--- src/rtl/fr_round_pack.sv ---
// Final rounding and IEEE-754 single-precision packing for the float pipeline.
// Two-stage valid/ready pipeline: round, then pack with exception handling.
module fr_round_pack #(
  parameter bit ROUND_EN = 1'b1
) (
  input  logic        clock,
  input  logic        reset,
  input  logic        in_valid,
  output logic        in_ready,
  input  logic        in_sign,
  input  logic [24:0] in_significand,
  input  logic [7:0]  in_exponent,
  input  logic        in_sticky,
  input  logic        in_zero,
  output logic        out_valid,
  input  logic        out_ready,
  output logic [31:0] out_result,
  output logic [2:0]  out_flags,
  output logic [2:0]  flag_acc,
  input  logic        flag_clear
);

  // Returns {exp9, frac, inexact, underflow}; exp9 carries a possible round-up overflow.
  function automatic logic [33:0] round_fn(input logic [24:0] sig,
                                           input logic [7:0]  expo,
                                           input logic        sticky);
    logic [22:0] frac;
    logic        guard;
    logic        up;
    logic [23:0] sum;
    logic [8:0]  exp9;
    if (sig[24]) begin
      frac  = sig[23:1];
      guard = sig[0];
    end else begin
      frac  = sig[22:0];
      guard = 1'b0;
    end
    up   = ROUND_EN && guard && (sticky || frac[0]);
    sum  = {1'b0, frac} + {23'd0, up};
    exp9 = {1'b0, expo} + {8'd0, sum[23]};
    return {exp9, sum[22:0], guard | sticky, (expo == 8'd0)};
  endfunction

  // Returns {overflow, underflow, inexact, packed_word}.
  function automatic logic [34:0] pack_fn(input logic        sign,
                                          input logic [8:0]  exp9,
                                          input logic [22:0] frac,
                                          input logic        inexact,
                                          input logic        uflow,
                                          input logic        zero);
    if (zero)
      return {3'b000, sign, 31'd0};
    else if (uflow)
      return {3'b011, sign, 31'd0};
    else if (exp9 >= 9'd255)
      return {3'b101, sign, 8'hFF, 23'd0};
    else
      return {2'b00, inexact, sign, exp9[7:0], frac};
  endfunction

  logic        vld_p1;
  logic        sign_p1;
  logic [8:0]  exp_p1;
  logic [22:0] frac_p1;
  logic        inexact_p1;
  logic        uflow_p1;
  logic        zero_p1;
  logic        vld_p2;
  logic        adv_p2;
  logic [33:0] rnd;

  always_comb begin
    adv_p2    = !vld_p2 || out_ready;
    in_ready  = !vld_p1 || adv_p2;
    out_valid = vld_p2;
    rnd       = round_fn(in_significand, in_exponent, in_sticky);
  end

  // Stage p1: round the accepted input
  always_ff @(posedge clock) begin
    if (in_ready && in_valid) begin
      sign_p1    <= in_sign;
      zero_p1    <= in_zero;
      exp_p1     <= rnd[33:25];
      frac_p1    <= rnd[24:2];
      inexact_p1 <= rnd[1];
      uflow_p1   <= rnd[0];
    end
  end

  // Stage p2: pack, apply exceptions, hold while downstream stalls
  always_ff @(posedge clock) begin
    if (reset) begin
      vld_p1     <= 1'b0;
      vld_p2     <= 1'b0;
      out_result <= 32'd0;
      out_flags  <= 3'd0;
      flag_acc   <= 3'd0;
    end else begin
      if (in_ready)
        vld_p1 <= in_valid;
      if (adv_p2) begin
        vld_p2 <= vld_p1;
        if (vld_p1)
          {out_flags, out_result} <= pack_fn(sign_p1, exp_p1, frac_p1,
                                             inexact_p1, uflow_p1, zero_p1);
      end
      if (flag_clear)
        flag_acc <= 3'd0;
      else if (vld_p2 && out_ready)
        flag_acc <= flag_acc | out_flags;
    end
  end

endmodule

--- config.mk ---
export PLATFORM = sky130hd
export DESIGN_NAME = fr_round_pack
export DESIGN_NICKNAME = d
export VERILOG_FILES = /design/src/rtl/fr_round_pack.sv
export SDC_FILE = /design/constraint.sdc
export NUM_CORES = 1
export LEC_CHECK = 0
export BUFFER_PORTS_ARGS = -buffer_cell sky130_fd_sc_hd__buf_2
export CORE_UTILIZATION = 50
export DETAILED_ROUTE_END_ITERATION = 6
export PLACE_DENSITY = 0.74
export SKIP_LAST_GASP = 1
export SLEW_MARGIN = 10
export SYNTH_ARGS = -nofsm -noshare
export SYNTH_HDL_FRONTEND = slang
export SYNTH_SLANG_ARGS = --single-unit
--- constraint.sdc ---
create_clock -name clock -period 6.9 [get_ports clock]
set_clock_uncertainty 0.1 [all_clocks]
set_input_delay 1.38 -clock clock [delete_from_list [all_inputs] [get_ports clock]]
set_output_delay 1.38 -clock clock [all_outputs]
set_load 0.005 [all_outputs]
## Yosys cells after proc, flatten, opt, wreduce, memory -nomap -nowiden

Index checks and enable logic that the tools add are counted.

| word-level totals | value |
|---|---|
| bits in registers | 76 |
| word-level logic and storage cells | 32 |

| operators by class | value |
|---|---|
| magnitude comparators | 1 |
| mux-type cells | 5 |
| bitwise gates (word level) | 2 |
| reduce and logical (&&, ||, !) cells | 11 |
| $add $sub $neg | 2 |

Operators by type and width:

| cell | number |
|---|---|
| $mux W35 | 3 |
| $add A23 B1 Y24 | 1 |
| $mux W23 | 1 |
| $add A8 B1 Y9 | 1 |
| $ge A9 B8 Y1 const B | 1 |
| $logic_not A8 Y1 | 1 |
| $logic_and A1 B1 Y1 | 3 |
| $logic_or A1 B1 Y1 | 3 |
| $or A3 B3 Y3 | 1 |
| $logic_not A1 Y1 | 2 |
| $reduce_and A2 Y1 | 1 |
| $reduce_or A2 Y1 | 1 |
| $mux W1 | 1 |
| $or A1 B1 Y1 | 1 |

## Logic depth before layout (Yosys ltp)

| depth | value |
|---|---|
| depth in word-level cells | 5 |
| gate-level depth with buffers | 15 |
| gate-level depth less buffers | 12 |

## Least setup slack after synthesis

No wires, ideal clock.

| timing | value |
|---|---|
| path kind | input -> register |
| start | in in_significand[24] |
| end | reg exp_p1[6], data pin |
| buffers on the path | 3 |
| stages on the path | 15 |
| slack | 1.870 ns |
| required time | 6.540 ns |
| arrival | 4.670 ns |
| library setup time | 0.260 ns |
| path through | buf_4 -> buf_8 -> clkbuf_1 -> o211a_1 -> ha_1 -> nand4_2 -> a2111oi_4 -> nand2_2 -> or4_4 -> nor3_2 -> ha_1 -> ha_1 -> nand3_1 -> nor2_1 -> xor2_1 |

| between the ends | value |
|---|---|
| word-level cells in the longest chain between the ends | 5 |
| elaborated cells on any way between the ends | 6 |
| those cells by class | add/sub (2); mux (2); reduce/logical (2) |

RTL lines:

| item | RTL line | source |
|---|---|---|
| from (decl) | 11 | `input logic [24:0] in_significand,` |
| $mux W23 | 32 | `if (sig[24]) begin` |
| $logic_or A1 B1 Y1 | 39 | `up = ROUND_EN && guard && (sticky \|\| frac[0]);` |
| $logic_and A1 B1 Y1 | 39 |  |
| $add A23 B1 Y24 (*) | 40 | `sum = {1'b0, frac} + {23'd0, up};` |
| $add A8 B1 Y9 (*) | 41 | `exp9 = {1'b0, expo} + {8'd0, sum[23]};` |
| via rnd[31] | 71 | `logic [33:0] rnd;` |
| to (signal assigned) | 85 | `exp_p1 <= rnd[33:25];` |
| to (decl) | 64 | `logic [8:0] exp_p1;` |

Mark *: on every way through the listed nets, which the timed path passes. The rest lies on a longest branch.
A chain may end at the register's enable or synchronous reset.

## Worst setup path after layout

Ends and elaborated chain as after synthesis.

==> results.toml <==
[clocking]
tritoncts_buffers = 9
clock_sink_count = 76
clock_network_latency_to_the_later_pin_of_the_worst_skew_pair_ns = 0.33
ctsRootBufferMaster = "clkbuf_8"
cts_hold_repair_buffers = 0
post_cts.repair.setup_buffers = 0
ctsLongestPathBuffers = 2
cts.htree.levels = 3
cts_resized = 0
cts.reportedPaths.clkPinSlew_ns = 0.07
tritoncts = "built"

[drt]
drt-wirelength-per-cell_microns = 14.4
drt_drc_violations_left = 0
drt_iter0_drc = 143
route.antenna.remaining_nets = 0
wl_mm = 7.47
detail_route.first_pass.iterations = 5
avgViaCountPerCell = 5.45
vias = 2824

[layout]
area_delta_synth_final_pct = 18.9
mostFrequentLayoutCells = "buf_2 (80), dfxtp_1 (40), nor2_1 (38), edfxtp_1 (36), a22oi_1 (31)"
layout.filler_cells = 588
insertedDiodeCount = 0
layout-drive-gt1-share_pct = 26.5
fin_nets = 462
post_layout_nonfiller_instances = 518
layout_commonest_cell = "buf_2"

[floorplanning]
die_area_sq_um = 7710
floorplan.rows = 30
placeableCoreArea_sq_um = 6940
boundaryPins = 81
die-height_microns = 87.8
horizontal_extent_of_the_die_microns = 87.8
floorplan.initialDensity_pct = 53.0

[worst_setup_path]
reg2regPathDepth = 5
rr_endpoint = "out_result[29]"
worst_ep_arrival_time_ns = 5.12
worst_setup_path_start_kind = "primary input"
worst_reg2reg_path_startpoint = "out_valid"
worst_ep_required_time_ns = 6.88
worst-r2r-setup-slack_ns = 4.67
crit_fanout = 36
critical_path_class = "primary input to flop"
kind_of_capture_point_of_the_worst_setup_path = "flop"

[place]
port_buffers = 80
dp_cells = 502
dpl.hpwl_mm = 5.43
gp_congestion = 0.838

[grt]
track_usage_pct = 21.1
grt_antenna_before_repair = 0
grt_pass1_vias = 2656
grt_max_degree = 41
grt_pass1_wl_mm = 12.4
global_route.overflow_total = 0

[timing]
worst_pin_slew_ns = 0.928
finalCritPeriodShare_pct = 74.4
timing.setup.tns_ns = 0
setup_violations = 0
rsz_0062_raised_after_global_routing = "no"
finalHoldViolCount = 0
max_freq_ghz = 0.195
finalWorstPathRequiredPeriod_ns = 5.13
slew_violations = 0
slew_headroom_pct = 37.6

[logic_synthesis]
synth_cell_types = 43
ys_seq_area_share_pct = 51.1
yosys.area.top_type = "edfxtp_1"
synth_largest_type_area_fraction_pct = 29.3
ys_top_cells_by_area = "edfxtp_1 (29%), dfxtp_1 (22%), xor2_1 (6.7%)"
netlist_instances = 340
postSynthRegisterBits = 76
syn-num-nets = 385
synthesis.area_per_instance_sq_um = 10.8
mappedNetlistArea_sq_um = 3680
ys_warn_count = 0

[power]
total_switching_power_uw = 221
cell_internal_pwr_uw = 782
clkPwrFrac_pct = 40.4
switching_share_pct = 22.0
p_total_uw = 1000
power_density_nw_per_um2 = 229
p_seq_share_pct = 50.1
power_leakage_uw = 0.00173
comb_power_share_pct = 9.5
irDropWorstVdd_mv = 0.0864

[run_status]
run_status = "finished, final reports clean"

[flow_run]
max_cap_violations = 0

[min_path]
worstHoldEndpoint = "out_flags[0]"
worstHoldPathCells = 2
hold_class = "flop to flop"
worst_hold_startpoint = "out_flags[0]"
==> worst max path at each step <==
stage | start | end | slack, ns | cells past startpoint
after floorplan | in_significand[24] | exp_p1[6] | 1.87 | 15
after global placement | in_significand[24] | exp_p1[6] | 1.50 | 13
after detailed placement | in_significand[24] | exp_p1[6] | 1.42 | 13
after CTS | in_significand[24] | exp_p1[6] | 1.79 | 13
after global routing | in_significand[24] | exp_p1[6] | 1.54 | 13
final | in_significand[24] | exp_p1[6] | 1.77 | 13
==> flip-flops by register name, indices dropped and copies added (netlist names) <==
name	count
exp_p1	9
flag_acc	3
frac_p1	23
inexact_p1	1
out_flags	3
out_result	32
out_valid	1
sign_p1	1
uflow_p1	1
vld_p1	1
zero_p1	1
==> layout make-up <==
cell class | count | area (sq um) | share of cell area (%)
Multi-Input combinational cell | 244 | 1690 | 38.7
Clock inverter | 6 | 111 | 2.54
Inverter | 3 | 11.3 | 0.257
Tap cell | 96 | 120 | 2.74
Timing Repair Buffer | 83 | 423 | 9.66
Clock buffer | 10 | 138 | 3.14
Sequential cell | 76 | 1880 | 43.0
==> power by group through the flow <==
stage	Combinational, uW	Sequential [uW]	Clock [uW]
final	95.0	503	405
after CTS	95.1	503	414
after global placement	92.9	512	0
after floorplan	58.1	511	0
after global routing	106	505	436
after detailed placement	94.6	513	0
==> routing by layer <==
layer	share of wire, %	track usage, %	vias up
met5	0	0	-
met4	1.7	7.90	0
met3	4.8	4.90	10
met2	51	35.6	80
met1	43	26.3	1323
li1	-	-	1411
==> worst max-delay path: stages <==
cell and delay, ns:
buf_2 0.65, mux2_2 0.30, ha_1 0.22, nand4_2 0.16
a2111oi_4 0.65, nand2_2 0.13, or4_4 0.58, nor3_2 0.24
ha_1 0.23, ha_1 0.19, nand3_1 0.14, nor2_1 0.15
xor2_1 0.08
==> stage by stage <==
step / setup slack [ns] / utilization (%) / area (sq um) / hold slack [ns]
finish: 1.77 / 63.0 / 4380 / 0.371
global route: 1.54 / 63.0 / 4380 / 0.409
CTS: 1.79 / 63.0 / 4380 / 0.375
detailed placement: 1.42 / 59.5 / 4130 / 0.366
global placement: 1.50 / 59.5 / 4130 / 0.361
floorplan: 1.87 / - / 3680 / 0.353
==> logic make-up after synthesis <==
family | after synthesis | synth area share (%)
mux | 28 | 7.81
compound gates | 57 | 11.0
xor+xnor | 38 | 9.04
fa+ha+maj | 4 | 1.36
simple gates | 117 | 16.5
buf+inv | 20 | 3.12
flops | 76 | 51.1
==> cells in the mapped netlist <==
library cell      n
mux2i_1          24
o21bai_1          1
a311oi_1          2
nor4_1            4
a2111oi_4         1
nand2b_1          1
nor2b_1           3
ha_1              4
a21oi_1          16
nand4_1          13
buf_1             1
o211a_1           1
nor3_2            1
clkinv_1          1
xnor2_1          10
a21o_1            1
nand2_2           2
xor2_1           28
mux2i_2           1
and2_1            2
and4_1            1
nand3_4           1
buf_8             2
edfxtp_1         36
dfxtp_1          40
or4_1             2
or3_1             1
nand3_1          18
inv_1             2
a31oi_1           3
nor3b_1           4
o21ai_0           1
clkbuf_1         10
nand2_1          16
nand2b_4          1
a22oi_1          31
or4_4             1
mux2_2            3
nor3_1            7
nor2_1           38
buf_4             3
clkdlybuf4s15_1   1
nand4_2           1
No activity file was read; power rests on OpenSTA's default activity.
